`src/rtl/mult_share_arbiter_if.sv`:
```
// Handshake bundle between requesters, the shared-multiplier arbiter and the multiplier port.
// master: arbiter side; slave: requesters plus multiplier side.
interface mult_share_arbiter_if #(
  parameter int NUM_REQ = 4,
  parameter int A_W     = 4,
  parameter int B_W     = 4,
  parameter int Z_W     = A_W + B_W + 2
);
  logic [NUM_REQ-1:0]     req_valid;
  logic [NUM_REQ*A_W-1:0] req_a;
  logic [NUM_REQ*B_W-1:0] req_b;
  logic [NUM_REQ-1:0]     req_ready;
  logic [NUM_REQ-1:0]     rsp_valid;
  logic [Z_W-1:0]         rsp_z;
  logic                   rsp_err;
  logic [NUM_REQ-1:0]     rsp_ready;
  logic [A_W-1:0]         m_a;
  logic [B_W-1:0]         m_b;
  logic                   m_ab_valid;
  logic                   m_ab_ready;
  logic                   m_z_valid;
  logic [Z_W-1:0]         m_z;
  logic                   busy;

  modport master (
    input  req_valid, req_a, req_b, rsp_ready, m_ab_ready, m_z_valid, m_z,
    output req_ready, rsp_valid, rsp_z, rsp_err, m_a, m_b, m_ab_valid, busy
  );

  modport slave (
    output req_valid, req_a, req_b, rsp_ready, m_ab_ready, m_z_valid, m_z,
    input  req_ready, rsp_valid, rsp_z, rsp_err, m_a, m_b, m_ab_valid, busy
  );
endinterface

```
`src/rtl/mult_share_arbiter.sv`:
```
// Round-robin scheduler sharing one sequential multiplier among NUM_REQ requesters,
// one operation in flight at a time, with a WAIT-state timeout that returns an error response.
module mult_share_arbiter #(
  parameter int NUM_REQ = 4,
  parameter int A_W     = 4,
  parameter int B_W     = 4,
  parameter int Z_W     = A_W + B_W + 2,
  parameter int TIMEOUT = 64
) (
  input logic                 clk,
  input logic                 rst_n,
  mult_share_arbiter_if.master bus
);
  localparam int IDX_W = (NUM_REQ > 1) ? $clog2(NUM_REQ) : 1;
  localparam int CNT_W = (TIMEOUT > 1) ? $clog2(TIMEOUT) : 1;
  localparam logic [IDX_W:0]   N_L      = (IDX_W+1)'(NUM_REQ);
  localparam logic [IDX_W-1:0] LAST_IDX = IDX_W'(NUM_REQ - 1);
  localparam logic [CNT_W-1:0] TO_LAST  = CNT_W'(TIMEOUT - 1);

  typedef enum logic [1:0] {
    IDLE  = 2'd0,
    ISSUE = 2'd1,
    WAIT  = 2'd2,
    RESP  = 2'd3
  } state_t;

  state_t state, state_nx;

  logic [IDX_W-1:0]   ptr;
  logic [IDX_W-1:0]   gnt;
  logic [IDX_W-1:0]   arb_idx;
  logic               arb_hit;
  logic [IDX_W:0]     cand;
  logic [CNT_W-1:0]   cnt;
  logic [NUM_REQ-1:0] gnt_oh;

  logic accept;
  logic issue_done;
  logic z_take;
  logic t_out;
  logic rsp_done;

  // Rotating priority: scan upward from ptr, wrapping modulo NUM_REQ.
  always_comb begin
    arb_hit = 1'b0;
    arb_idx = '0;
    cand    = '0;
    for (int unsigned i = 0; i < NUM_REQ; i++) begin
      cand = {1'b0, ptr} + (IDX_W+1)'(i);
      if (cand >= N_L) cand = cand - N_L;
      if (!arb_hit && bus.req_valid[cand[IDX_W-1:0]]) begin
        arb_hit = 1'b1;
        arb_idx = cand[IDX_W-1:0];
      end
    end
  end

  always_comb begin
    bus.req_ready = '0;
    if (state == IDLE && arb_hit) bus.req_ready[arb_idx] = 1'b1;
  end

  always_comb begin
    gnt_oh      = '0;
    gnt_oh[gnt] = 1'b1;
  end

  always_ff @(posedge clk or negedge rst_n) begin
    if (!rst_n) state <= IDLE;
    else        state <= state_nx;
  end

  always_comb begin
    state_nx   = state;
    accept     = 1'b0;
    issue_done = 1'b0;
    z_take     = 1'b0;
    t_out      = 1'b0;
    rsp_done   = 1'b0;
    case (state)
      IDLE: begin
        if (arb_hit) begin
          accept   = 1'b1;
          state_nx = ISSUE;
        end
      end
      ISSUE: begin
        if (bus.m_ab_ready) begin
          issue_done = 1'b1;
          state_nx   = WAIT;
        end
      end
      WAIT: begin
        // A result arriving on the final timeout cycle still wins over the abort.
        if (bus.m_z_valid) begin
          z_take   = 1'b1;
          state_nx = RESP;
        end else if (cnt == TO_LAST) begin
          t_out    = 1'b1;
          state_nx = RESP;
        end
      end
      RESP: begin
        if (bus.rsp_ready[gnt]) begin
          rsp_done = 1'b1;
          state_nx = IDLE;
        end
      end
      default: state_nx = IDLE;
    endcase
  end

  always_ff @(posedge clk or negedge rst_n) begin
    if (!rst_n) begin
      ptr            <= '0;
      gnt            <= '0;
      cnt            <= '0;
      bus.m_a        <= '0;
      bus.m_b        <= '0;
      bus.m_ab_valid <= 1'b0;
      bus.rsp_valid  <= '0;
      bus.rsp_z      <= '0;
      bus.rsp_err    <= 1'b0;
      bus.busy       <= 1'b0;
    end else begin
      bus.busy <= (state_nx != IDLE);

      if (accept) begin
        gnt            <= arb_idx;
        bus.m_a        <= bus.req_a[arb_idx*A_W +: A_W];
        bus.m_b        <= bus.req_b[arb_idx*B_W +: B_W];
        bus.m_ab_valid <= 1'b1;
        ptr            <= (arb_idx == LAST_IDX) ? '0 : arb_idx + 1'b1;
      end

      if (issue_done) begin
        bus.m_ab_valid <= 1'b0;
        cnt            <= '0;
      end else if (state == WAIT && state_nx == WAIT) begin
        cnt <= cnt + 1'b1;
      end

      if (z_take) begin
        bus.rsp_z     <= bus.m_z;
        bus.rsp_err   <= 1'b0;
        bus.rsp_valid <= gnt_oh;
      end else if (t_out) begin
        bus.rsp_z     <= '0;
        bus.rsp_err   <= 1'b1;
        bus.rsp_valid <= gnt_oh;
      end else if (rsp_done) begin
        bus.rsp_valid <= '0;
        bus.rsp_err   <= 1'b0;
      end
    end
  end
endmodule

```
`src/flat_wrapper.sv`:
```
// flat-port wrapper written by rule: the top's interface ports become plain ports
module mult_share_arbiter_flat 
#(
  parameter int NUM_REQ = 4,
  parameter int A_W     = 4,
  parameter int B_W     = 4,
  parameter int Z_W     = A_W + B_W + 2,
  parameter int TIMEOUT = 64
)
  (clk, rst_n, bus_req_valid, bus_req_a, bus_req_b, bus_rsp_ready, bus_m_ab_ready, bus_m_z_valid, bus_m_z, bus_req_ready, bus_rsp_valid, bus_rsp_z, bus_rsp_err, bus_m_a, bus_m_b, bus_m_ab_valid, bus_busy);
  mult_share_arbiter_if #(.NUM_REQ(NUM_REQ), .A_W(A_W), .B_W(B_W), .Z_W(Z_W)) bus_i ();
  input logic clk;
  input logic rst_n;
  input wire logic [$bits(bus_i.req_valid)-1:0] bus_req_valid;
  input wire logic [$bits(bus_i.req_a)-1:0] bus_req_a;
  input wire logic [$bits(bus_i.req_b)-1:0] bus_req_b;
  input wire logic [$bits(bus_i.rsp_ready)-1:0] bus_rsp_ready;
  input wire logic [$bits(bus_i.m_ab_ready)-1:0] bus_m_ab_ready;
  input wire logic [$bits(bus_i.m_z_valid)-1:0] bus_m_z_valid;
  input wire logic [$bits(bus_i.m_z)-1:0] bus_m_z;
  output wire logic [$bits(bus_i.req_ready)-1:0] bus_req_ready;
  output wire logic [$bits(bus_i.rsp_valid)-1:0] bus_rsp_valid;
  output wire logic [$bits(bus_i.rsp_z)-1:0] bus_rsp_z;
  output wire logic [$bits(bus_i.rsp_err)-1:0] bus_rsp_err;
  output wire logic [$bits(bus_i.m_a)-1:0] bus_m_a;
  output wire logic [$bits(bus_i.m_b)-1:0] bus_m_b;
  output wire logic [$bits(bus_i.m_ab_valid)-1:0] bus_m_ab_valid;
  output wire logic [$bits(bus_i.busy)-1:0] bus_busy;
  assign bus_i.req_valid = bus_req_valid;
  assign bus_i.req_a = bus_req_a;
  assign bus_i.req_b = bus_req_b;
  assign bus_i.rsp_ready = bus_rsp_ready;
  assign bus_i.m_ab_ready = bus_m_ab_ready;
  assign bus_i.m_z_valid = bus_m_z_valid;
  assign bus_i.m_z = bus_m_z;
  assign bus_req_ready = bus_i.req_ready;
  assign bus_rsp_valid = bus_i.rsp_valid;
  assign bus_rsp_z = bus_i.rsp_z;
  assign bus_rsp_err = bus_i.rsp_err;
  assign bus_m_a = bus_i.m_a;
  assign bus_m_b = bus_i.m_b;
  assign bus_m_ab_valid = bus_i.m_ab_valid;
  assign bus_busy = bus_i.busy;
  mult_share_arbiter #(.NUM_REQ(NUM_REQ), .A_W(A_W), .B_W(B_W), .Z_W(Z_W), .TIMEOUT(TIMEOUT)) u_core (.clk(clk), .rst_n(rst_n), .bus(bus_i));
endmodule
```
`config.mk`:
```
export PLATFORM = sky130hd
export DESIGN_NAME = mult_share_arbiter_flat
export DESIGN_NICKNAME = d
export VERILOG_FILES = /design/src/rtl/mult_share_arbiter_if.sv /design/src/rtl/mult_share_arbiter.sv /design/src/flat_wrapper.sv
export SDC_FILE = /design/constraint.sdc
export NUM_CORES = 1
export LEC_CHECK = 0
export ABC_AREA = 1
export CAP_MARGIN = 5
export CORE_AREA = 2 2 71 73
export CTS_BUF_LIST = sky130_fd_sc_hd__clkbuf_4 sky130_fd_sc_hd__clkbuf_8 sky130_fd_sc_hd__clkbuf_16
export DETAILED_ROUTE_END_ITERATION = 10
export DIE_AREA = 0 0 73 75
export GPL_TIMING_DRIVEN = 0
export PLACE_DENSITY = 0.84
export SETUP_SLACK_MARGIN = 0.5
export SLEW_MARGIN = 10
export SYNTH_ARGS = -nofsm -noshare
export SYNTH_HDL_FRONTEND = slang
export SYNTH_SLANG_ARGS = --single-unit
```
`constraint.sdc`:
```
create_clock -name clk -period 5.45 [get_ports clk]
set_input_delay 1.635 -clock clk [delete_from_list [all_inputs] [get_ports clk]]
set_output_delay 1.635 -clock clk [all_outputs]
set_load 0.02 [all_outputs]
```
==> flow_metrics.tcl <==
set metrics [dict create \
    status "finished clean" \
    critPathMaxStageDelay_ns 0.26 \
    utilization 0.7114 \
    cts_buffers 5 \
    grt_usage 0.2247 \
    async_reset_ff_frac 1.000 \
    r2r-end "u_core.bus.m_b[3]" \
    synth_fa_ha_area_frac 0.02820 \
    nets 464 \
    finalWirelength_um 5834 \
    reg2reg_from "u_core.ptr[0]" \
    netlist_top_cells_count "nand2_1, dfrtp_1, inv_1" \
    synth_top_family_by_area "simple AND/OR/NAND/NOR gates" \
    path_delay_family "simple AND/OR/NAND/NOR gates" \
    gr-usage-met3 0.05622 \
    post-route-period-util 0.8900 \
    cts_sinks 37 \
    clk_pin_slew_worst_paths_ns 0.07 \
    drtIter0Drc 121 \
    r2r_cells 15 \
    path_max_fanout 6 \
    grt_pass1_vias 2291 \
    hp-class "reg -> reg" \
    critPathRequiredTime_ns 3.82 \
    cp_common_cell "nand2_1" \
    io_pins 83 \
    crit_buf_inv 4 \
    avgRoutedWirePerCell_um 12.71 \
    synth_edf_count 0 \
    synth_cells 308 \
    worstSetupPathType "in -> out" \
    port_buffers 82 \
    min_to "u_core.bus.m_b[0]" \
    max_slew_margin 0.4623 \
    mappedNetlistArea_sq_um 2218 \
    antenna_cells 0 \
    clock-root-buffer "clkbuf_8" \
    yosysMostFrequentCell "nand2_1" \
    cts_htree_levels 2 \
    reg2reg_slack_ns 3.35 \
    core_area_sq_um 4661 \
    rows 25 \
    grt_pass1_wl_um 9687 \
    ys_top_cells_by_area "dfrtp_1, nand2_1, inv_1" \
    fmax_mhz 206.2 \
    synth-xor-area-share 0 \
    min_from "u_core.bus.m_b[0]" \
    whs_ns 0.4986 \
    synthMuxAreaShare 0 \
    fin_cells 459 \
    syn_to_final_growth_pct 49.46 \
    slew_viol_final 0 \
    syn-num-nets 367 \
    ys.flop_type "dfrtp_1" \
    hold_depth 2 \
    place_inst 444 \
    initial_utilization 0.4760 \
    synth_compound_area_frac 0.08009 \
    start_kind "input port" \
    die_width_um 73 \
    grt-ovfl-total 0 \
    globalRouteMet1Util 0.2585 \
    pwr_density_cell_nw_per_um2 649.2 \
    critPathCaptureType "output port" \
    vdd_drop_max_mv 0.3649 \
    viasPerCell 5.037 \
    die_area_sq_um 5475 \
    cts_tree "done" \
    clockBufferDepth 2 \
    place_congestion 0.8051 \
    ys_seq_area_frac 0.4174 \
    yosys.area_share.simple 0.3739 \
    dieHeight_um 75 \
    p_leak_nw 1.692 \
    drc_errors 0 \
    top_usage_layer "met2" \
    antenna_found_initial 0 \
    crit_path_cell_trace "dlygate4sd2_1 -> nand2_1 -> nand2_1 -> nand2_1 -> nand2_2 -> nor2_4 -> nand2_1 -> nand3_2 -> nand2_4 -> inv_4 -> ha_1 -> inv_2 -> nor2_2 -> buf_4" \
    dr.pass1.iters 5 \
    grt_start_max_net_pins 38 \
    yosysTopAreaCell "dfrtp_1" \
    fin_crit_ns 4.851 \
    setup_viol 0 \
    rsz0062_at_grt "yes" \
    syn_area_per_cell_sq_um 7.203 \
    antenna_left 0 \
    drive_gt1_frac 0.1679 \
    final_hold_viol_count 0 \
    critPathSlowestCell "dlygate4sd2_1" \
    use_met2 0.4074 \
    worst_pin_slew_ns 0.8066 \
    max_cap_violations 0 \
    hpwl_um 4285 \
    yosys_warnings 0 \
    yosys_register_bits 37 \
    arrival_ns 3.22 \
    dr_total_vias 2312 \
    clkLatencyLatePin_ns 0.29 \
    synth_cell_types 25 \
    skew_ns 0.008131 \
    netlist.area_leader.share 0.4174 \
]
[sequential cells by signal (all words and copies together), names as in the netlist]
register / cells
u_core.gnt: 2
u_core.bus.m_b: 4
u_core.bus.rsp_valid: 4
u_core.bus.m_a: 4
u_core.cnt: 6
u_core.bus.busy: 1
u_core.bus.m_ab_valid: 1
u_core.bus.rsp_err: 1
u_core.ptr: 2
u_core.bus.rsp_z: 10
u_core.state: 2
[worst reg2reg max path: stages (launching register included)]
cell and delay, ns:
dfrtp_1 0.37, buf_6 0.15, inv_6 0.10, nand2_1 0.07, nand2_2 0.11, nand2_1 0.09
inv_2 0.07, nor2_2 0.04, nand3_4 0.08, buf_4 0.14, nand2_1 0.09, buf_6 0.13
buf_4 0.16, nor2_2 0.24, nand2_1 0.10, nand3_1 0.09
[cells by family after synthesis]
| logic type | count (synthesis) |
|---|---|
| flops | 37 |
| compound gates | 26 |
| fa+ha+maj | 5 |
| buf+inv | 49 |
| simple gates | 191 |
[what timing repair did]
action	in CTS	in global routing
hold buffers	0	0
resized for setup	51	0
buffers inserted	8	0
endpoints found under the setup margin	4	1
pin swaps	11	0
[area by class of cell]
| class | instances | area, sq um |
|---|---|---|
| Fill cell | 387 | 1345 |
| Tap cell | 54 | 67.56 |
| Inverter | 41 | 161.4 |
| Timing Repair Buffer | 90 | 864.6 |
| Buffer | 8 | 78.83 |
| Clock buffer | 6 | 82.58 |
| Clock inverter | 1 | 7.507 |
| Multi-Input combinational cell | 222 | 1127 |
| Sequential cell | 37 | 925.9 |
[power by group]
part	internal, mW	switching, mW
Clock	0.0999	0.0935
Sequential	0.391	0.0723
Combinational	0.630	0.866
Total	1.12	1.03
[cell usage in the layout (no fill, tap or decap), types with 2 or more instances in the layout]
master	netlist	layout
ha_1	5	5
dfrtp_1	37	37
nand4_1	5	5
nor3_1	5	5
buf_4	3	11
buf_6	3	6
nand2_2	5	12
nand3_1	25	20
nand2_1	123	115
inv_1	34	30
dlygate4sd2_1	0	4
nor2_2	4	7
clkbuf_1	2	2
a22o_1	10	10
nor2_1	19	16
nand3_2	2	7
o21ai_0	9	9
inv_2	6	9
clkbuf_8	0	6
a21oi_1	4	4
clkdlybuf4s50_1	0	73
[routing by layer]
layer  vias up  wire length [um]
li1       1163                 -
met1      1038              2465
met2       102              2882
met3         9               421
met4         0                65
met5         -                 0
[how the worst max path moves through the flow]
| stage | from | to | cells after the start |
|---|---|---|---|
| final | bus_req_valid[0] | bus_req_ready[3] | 14 |
| after CTS | bus_req_valid[0] | bus_req_ready[3] | 14 |
| after global routing | bus_req_valid[3] | bus_req_ready[3] | 14 |
| after global placement | bus_req_valid[1] | bus_req_ready[2] | 14 |
| after floorplan | bus_req_valid[3] | bus_req_ready[0] | 12 |
| after detailed placement | bus_req_valid[0] | bus_req_ready[3] | 14 |
[metrics by stage]
step	area, sq um	TNS (ns)	setup WS, ns	total power [mW]
3_5_place_dp	3102	-0.8319	-0.2397	1.785
3_3_place_gp	3107	-0.6390	-0.1841	1.743
4_1_cts	3316	0	0.6511	2.138
5_1_grt	3316	0	0.4925	2.322
2_1_floorplan	2218	0	0.8232	1.359
6_report	3316	0	0.5994	2.153
(Power assumes the default switching activity.)
